**config.mk**
```make
export PLATFORM = sky130hd
export DESIGN_NAME = raminfr_fifo_ctrl
export DESIGN_NICKNAME = d
export VERILOG_FILES = /design/src/rtl/raminfr_fifo_ctrl.sv
export SDC_FILE = /design/constraint.sdc
export NUM_CORES = 1
export LEC_CHECK = 0
export ABC_AREA = 1
export CELL_PAD_IN_SITES_DETAIL_PLACEMENT = 1
export CELL_PAD_IN_SITES_GLOBAL_PLACEMENT = 1
export CORE_MARGIN = 2
export CORE_UTILIZATION = 33
export CTS_CLUSTER_SIZE = 10
export DETAILED_ROUTE_END_ITERATION = 8
export HOLD_SLACK_MARGIN = 0.15
export PLACE_DENSITY = 0.9
export SETUP_SLACK_MARGIN = 0.3
export SLEW_MARGIN = 20
export SYNTH_ARGS = -nofsm -noshare
export SYNTH_HDL_FRONTEND = slang
export SYNTH_SLANG_ARGS = --single-unit
```
**constraint.sdc**
```tcl
create_clock -name clk -period 5.4 [get_ports clk]
set_input_delay 1.08 -clock clk [delete_from_list [all_inputs] [get_ports clk]]
set_output_delay 1.08 -clock clk [all_outputs]
set_load 0.005 [all_outputs]
```
**src/rtl/raminfr_fifo_ctrl.sv**
```systemverilog
// Pointer, occupancy and handshake controller for a 32x4 dual-port RAM,
// forming a single-clock FIFO with one-cycle read latency.
module raminfr_fifo_ctrl #(
    parameter int unsigned DATA_W   = 4,
    parameter int unsigned ADDR_W   = 5,
    parameter int unsigned AFULL_TH = 28
) (
    input  logic              clk,
    input  logic              rst,
    input  logic              wr_en,
    input  logic [DATA_W-1:0] wr_data,
    output logic              full,
    output logic              almost_full,
    input  logic              rd_en,
    output logic [DATA_W-1:0] rd_data,
    output logic              rd_valid,
    output logic              empty,
    output logic [ADDR_W:0]   count,
    output logic              overflow,
    output logic              underflow,
    output logic              ram_we,
    output logic [ADDR_W-1:0] ram_a,
    output logic [DATA_W-1:0] ram_di,
    output logic [ADDR_W-1:0] ram_dpra,
    input  logic [DATA_W-1:0] ram_dpo
);

    localparam int unsigned DEPTH = 2 ** ADDR_W;
    localparam int unsigned CNT_W = ADDR_W + 1;

    logic [ADDR_W-1:0] wr_ptr;
    logic [ADDR_W-1:0] rd_ptr;
    logic              wr_acc;
    logic              rd_acc;

    // Flags decode the registered occupancy only
    assign full        = (count == CNT_W'(DEPTH));
    assign empty       = (count == CNT_W'(0));
    assign almost_full = (count >= CNT_W'(AFULL_TH));

    assign wr_acc = wr_en & ~full;
    assign rd_acc = rd_en & ~empty;

    // RAM drive; write strobe suppressed while reset is held
    assign ram_we   = wr_acc & ~rst;
    assign ram_a    = wr_ptr;
    assign ram_di   = wr_data;
    assign ram_dpra = rd_ptr;
    assign rd_data  = ram_dpo;

    always_ff @(posedge clk) begin
        if (rst) begin
            wr_ptr    <= '0;
            rd_ptr    <= '0;
            count     <= '0;
            rd_valid  <= 1'b0;
            overflow  <= 1'b0;
            underflow <= 1'b0;
        end else begin
            if (wr_acc) wr_ptr <= wr_ptr + ADDR_W'(1);
            if (rd_acc) rd_ptr <= rd_ptr + ADDR_W'(1);
            case ({wr_acc, rd_acc})
                2'b10:   count <= count + CNT_W'(1);
                2'b01:   count <= count - CNT_W'(1);
                default: count <= count;
            endcase
            rd_valid <= rd_acc;
            if (wr_en && full)  overflow  <= 1'b1;
            if (rd_en && empty) underflow <= 1'b1;
        end
    end

endmodule

```
==> qor.yml, run 1 <==
r2r_cells: 12
hold_violations: 0
grt_use_met1: 0.170
cts_tree: "yes"
diodes: 0
finalCritPeriodShare: 0.662
relSlewSlack: 0.662
tightestPinTransition_ns: 0.506
worst-path-max-fanout: 9
port_buffers: 26
grt-busiest-layer: "met2"
min_path_cells: 2
setup_tns_ns: 0
worstSetupPathType: "in -> out"
powerDensity_nw_per_um2: 451
async_reset_ff_frac: 0
pwr-share-clk: 0.115
worstPathRequired_ns: 4.32
syn_nets: 166
num_rows: 21
ys.flop_type: "dfxtp_1"
grt_max_degree: 13
grtUsageTotal: 0.158
die_h_um: 63.1
synth-edff-count: 0
fmax_ghz: 0.280
rsz0062_at_grt: "no"
r2r_start: "count[4]"
synth-seq-area-share: 0.330
nets: 188
wire_per_inst_um: 13.4
htreeDepth: 1
place_ws_ns: 1.81
routabilityCongestion: 0.773
antenna_found_initial: 0
setup_viol: 0
cts_resized: 0
clk_transition_reported_paths_ns: 0.11
syn_area_um2: 1150
vias_per_cell: 4.92
grt_pass1_wl_um: 5070
hold_start: "ram_a[4]"
maxSlewViolCount: 0
cts_setup_buffers: 0
yosys_warnings: 0
ys_ff_latch: 19
fill_cells: 418
dpl.hpwl_um: 2250
die_width_um: 63.1
worstHoldEndpoint: "ram_a[4]"
rrSetupSlack_ns: 3.04
use_met2: 0.287
ys_types: 29
drv_cap: 0
area_delta_synth_final_pct: 24.3
hold_ws_ns: 0.515
root_buffer: "clkbuf_4"
drive_gt1_frac: 0.126
p_seq_frac: 0.336
post-route-min-period_ns: 3.58
fp.dieArea_um2: 3980
fin_skew_ns: 0.00198
antenna_left: 0
grt_pass1_vias: 1181
drc: 0
status: "finished clean"
grt_overflow_total: 0
use_met3: 0.0482
numCtsBuffers: 3
vias: 1048
crit_arrival_ns: 2.50
clk_latency_ns: 0.30
p_sw_frac: 0.431
dr.pass1.iters: 3
power.leakage_nw: 0.605
crit_start: "wr_en"
drt-initial-drc-count: 23
netlist_instances: 146
cp-end-kind: "primary output"
synth_area_per_cell_um2: 7.88
crit_path_start_kind: "input port"
hp-class: "reg -> reg"
cts_hold_buf: 0
comb_power_share: 0.548
multi_input_area_um2: 633
seqCellArea_um2: 380
clkSinkCount: 19
initial_core_util: 0.345
ios: 43
p_int_w: 0.000368
cts_buffer_depth: 2
worstReg2RegEnd: "count[4]"
core_area_um2: 3340
drt_wl_total_um: 2850
power.switching_w: 0.000278
ir_drop_mv: 0.225
layout_setup_ws_ns: 1.82
-- per-stage QoR --
| step | utilization | std cells | power, W | cell area, um2 |
|---|---|---|---|---|
| 4_1_cts | 0.429 | 213 | 0.000655 | 1430 |
| 6_report | 0.429 | 213 | 0.000646 | 1430 |
| 3_5_place_dp | 0.421 | 209 | 0.000578 | 1410 |
| 3_3_place_gp | 0.421 | 209 | 0.000555 | 1410 |
| 5_1_grt | 0.429 | 213 | 0.000708 | 1430 |
| 2_1_floorplan | - | 146 | 0.000434 | 1150 |
-- cells in the final DEF (no fill, tap or decap), types with 2 or more instances in the layout --
cell and instances:
nand3_1 14, nor3_1 2, nand2_2 3, clkdlybuf4s50_1 26, o21ai_2 2, xor2_1 3, xnor2_1 3, nand2_1 17
ha_1 7, nor2_1 18, clkbuf_4 3, inv_1 16, o21ai_0 5, dfxtp_1 19, a21oi_2 4, nor2_4 3
a21oi_1 9
-- worst max-delay path, stage by stage --
cell             delay [ns]
clkdlybuf4s50_1        0.66
nand2_8                0.12
nor2_1                 0.11
clkdlybuf4s50_1        0.52
-- flip-flops by register name (all words and copies together), names as in the netlist --
signal     count
overflow       1
ram_a          5
count          6
rd_valid       1
underflow      1
ram_dpra       5
-- Yosys cell counts, types with 2 or more instances --
cell     instances  share of area
dfxtp_1         19           0.33
nor3_1           2         0.0087
a21oi_2          4          0.030
o21ai_2          2          0.015
inv_1           16          0.052
nand2_1         17          0.055
nand3_1         14          0.061
nor2_4           3          0.029
nor2_1          18          0.059
nand2_2          3          0.016
o21ai_0          5          0.022
ha_1             7          0.076
xor2_1           3          0.023
a21oi_1          9          0.039
buf_4            8          0.052
xnor2_1          3          0.023
-- area by class of cell --
type	instances	area share
Sequential cell	19	0.266
Clock buffer	4	0.0184
Tap cell	46	0.0402
Multi-Input combinational cell	99	0.442
Inverter	19	0.0516
Timing Repair Buffer	26	0.182
-- how the worst max path moves through the flow --
stage / slack [ns] / cells past startpoint / endpoint
floorplan: 2.84 / 2 / ram_we
global placement: 1.87 / 4 / ram_we
detailed placement: 1.81 / 4 / ram_we
CTS: 1.81 / 4 / ram_we
global route: 1.78 / 4 / ram_we
finish: 1.82 / 4 / ram_we
-- power by group through the flow --
stage / Clock [W] / Combinational (W) / Sequential (W)
5_1_grt: 0.0000840 / 0.000399 / 0.000225
3_5_place_dp: 0 / 0.000357 / 0.000221
2_1_floorplan: 0 / 0.000218 / 0.000216
6_report: 0.0000745 / 0.000354 / 0.000217
3_3_place_gp: 0 / 0.000336 / 0.000219
4_1_cts: 0.0000768 / 0.000359 / 0.000218
-- layer usage --
layer | up-vias | share of wire
met5 | - | 0
met4 | 0 | 0.020
met3 | 8 | 0.054
met2 | 30 | 0.52
met1 | 502 | 0.40
li1 | 508 | -
-- logic make-up (layout without fill, tap and decap cells) --
group,Yosys count,count (layout),share of synthesized area
compound gates,23,23,0.124
xor+xnor,6,6,0.0457
fa+ha+maj,8,8,0.0935
buf+inv,28,49,0.120
flops,19,19,0.330
simple gates,62,62,0.287
Power figures use the tool's default switching activity.
==> run 2, diff against run 1 <==
- CORE_UTILIZATION: 33 -> 28
- PLACE_DENSITY: 0.9 -> 0.82
- clock period: 5.4 -> 2.9 ns (I/O delays scaled with it)
==> run 2 against run 1 <==
Die area rose by 17%. Setup slack got worse by 1.3 ns. Flip-flop and latch count is the same. Via count is 5.6% lower.
==> qor.yml, run 2 (synthesis results as in run 1) <==
status: "finished clean"
tightestPinTransition_ns: 0.317  # -0.188 ns
finalCritPeriodShare: 0.822
post-route-min-period_ns: 2.38
root_buffer: "clkbuf_8"
regMostFlops: "count"
cts_setup_buffers: 0  # unchanged
htreeDepth: 1  # unchanged
wire_per_inst_um: 12.0  # -10%
maxSlewViolCount: 0  # unchanged
fmax_ghz: 0.419
dp.cells: 214  # +2.4%
hold_ws_ns: 0.474  # -0.0414 ns
grtUsageTotal: 0.129  # -0.0292
path_depth: 11  # +7
clkSinkCount: 19  # unchanged
cp_top_family: "buffers and inverters"
grt_max_degree: 12  # -1
ios: 43  # unchanged
relSlewSlack: 0.788  # +0.126
layout_common_cells: "clkdlybuf4s50_1 (25), dfxtp_1 (19), nor2_1 (18)"
grt_pass1_vias: 1016  # -14%
drive_gt1_frac: 0.137  # +0.0112
hold_violations: 0  # unchanged
clk_transition_reported_paths_ns: 0.07  # -0.04 ns
numCtsBuffers: 3  # unchanged
vias: 989  # -5.6%
port_buffers: 26  # unchanged
final_util: 0.370  # -0.0594
crit_start: "rd_en"
crit_chain: "clkdlybuf4s50_1, nand2_4, inv_4, ha_2, inv_1, fa_1, nand3b_1, a21o_1, nand3_1, nand2_1, inv_1"
fp.dieArea_um2: 4640  # +17%
rsz0062_at_grt: "no"
die_width_um: 68.1  # +8.0%
worst-path-max-fanout: 7  # -2
r2r_cells: 12  # unchanged
layout.cells.non_filler: 218  # +2.3%
setup_tns_ns: 0  # unchanged
worstSetupPathType: "in -> reg"
fin_skew_ns: 0.00206  # +0.0000748 ns
nets: 189  # +0.53%
seqCellArea_um2: 380  # unchanged
worstReg2RegEnd: "count[4]"
layout_commonest_cell: "clkdlybuf4s50_1"
dr.pass1.iters: 4  # +1
rrSetupSlack_ns: 0.67  # -2.37 ns
diodes: 0  # unchanged
multi_input_area_um2: 636  # +0.40%
setup_viol: 0  # unchanged
cp-end-kind: "flip-flop"
antenna_left: 0  # unchanged
cts_hold_buf: 0  # unchanged
die_h_um: 68.1  # +8.0%
fill_cells: 482  # +15%
cp-endpoint: "count[4]"
grt_overflow_total: 0  # unchanged
hp-class: "reg -> reg"
path_buf_inv: 4  # +2
num_rows: 23  # +9.5%
slowest_stage: "clkdlybuf4s50_1"
initial_core_util: 0.290  # -0.0551
worstPathRequired_ns: 3.11  # -1.21 ns
crit_top_cell: "inv_1"
largest_register_ffs: 6  # unchanged
crit_path_start_kind: "input port"
drv_cap: 0  # unchanged
drt_wl_total_um: 2630  # -7.9%
drt-initial-drc-count: 15  # -35%
power.leakage_nw: 0.625  # +3.3%
drc: 0  # unchanged
clk_latency_ns: 0.26  # -0.04 ns
vias_per_cell: 4.54  # -7.8%
routabilityCongestion: 0.880  # +14%
area_delta_synth_final_pct: 27.5
antenna_found_initial: 0  # unchanged
crit_arrival_ns: 2.59  # +0.09 ns
cts_buffer_depth: 2  # unchanged
min_path_cells: 2  # unchanged
powerDensity_nw_per_um2: 852  # +89%
cts_tree: "yes"
r2r_start: "count[5]"
grt_pass1_wl_um: 4490  # -11%
max_stage_delay_ns: 0.53  # -0.13 ns
dpl.hpwl_um: 2040  # -9.2%
ir_drop_mv: 0.406  # +81%
core_area_um2: 3970  # +19%
p_total_w: 0.00125  # +94%
run 2: cell types whose count changed in the layout (fill, tap and decap cells not counted):
cell / previous run / this run
ha_2: 0 / 1
buf_4: 0 / 1
clkbuf_4: 3 / 0
dlymetal6s2s_1: 0 / 1
clkdlybuf4s50_1: 26 / 25
clkbuf_8: 0 / 3
ha_1: 7 / 6
run 2: area by class of cell:
type | instances | area share
multi-input combinational | 99 | 0.433
sequential | 19 | 0.259
timing repair buffer | 27 | 0.184
inverter | 19 | 0.0503
tap | 50 | 0.0426
clock buffer | 4 | 0.0307
run 2: repair_timing:
action | CTS | global route
hold endpoints to repair | 0 | 0
endpoints found under the setup margin | 0 | 3
gates resized for setup | 0 | 2
run 2: metal layers:
layer | wire, um | vias to the layer above | global-route usage
met4 | 14 | 0 | 0.0225
met2 | 1210 | 22 | 0.209
met1 | 1270 | 457 | 0.172
met5 | 0 | - | 0
li1 | - | 508 | -
met3 | 135 | 2 | 0.0362
run 2: report_power, final:
part / leakage [nW] / internal, W / total, W / switching [W]
combinational: 0.446 / 0.000314 / 0.000657 / 0.000343
clock: 0.0228 / 0.0000978 / 0.000189 / 0.0000913
sequential: 0.156 / 0.000322 / 0.000405 / 0.0000835
total: 0.625 / 0.000733 / 0.00125 / 0.000518
run 2: worst min-delay path, stage by stage (launching register included):
cell and delay (ns):
dfxtp_1 0.33, a21oi_1 0.05, nor2_1 0.07
run 2: how the worst min path moves through the flow:
stage,start,end,slack [ns]
2_1_floorplan,overflow,overflow,0.46
3_3_place_gp,underflow,underflow,0.45
3_5_place_dp,underflow,underflow,0.47
4_1_cts,underflow,underflow,0.48
5_1_grt,ram_a[4],ram_a[4],0.53
6_report,underflow,underflow,0.47
run 2: stage by stage:
stage               setup WS [ns]  area, um2
finish                      0.516       1470
global route                0.384       1470
CTS                         0.360       1460
detailed placement          0.152       1420
global placement            0.253       1420
floorplan                   0.870       1150
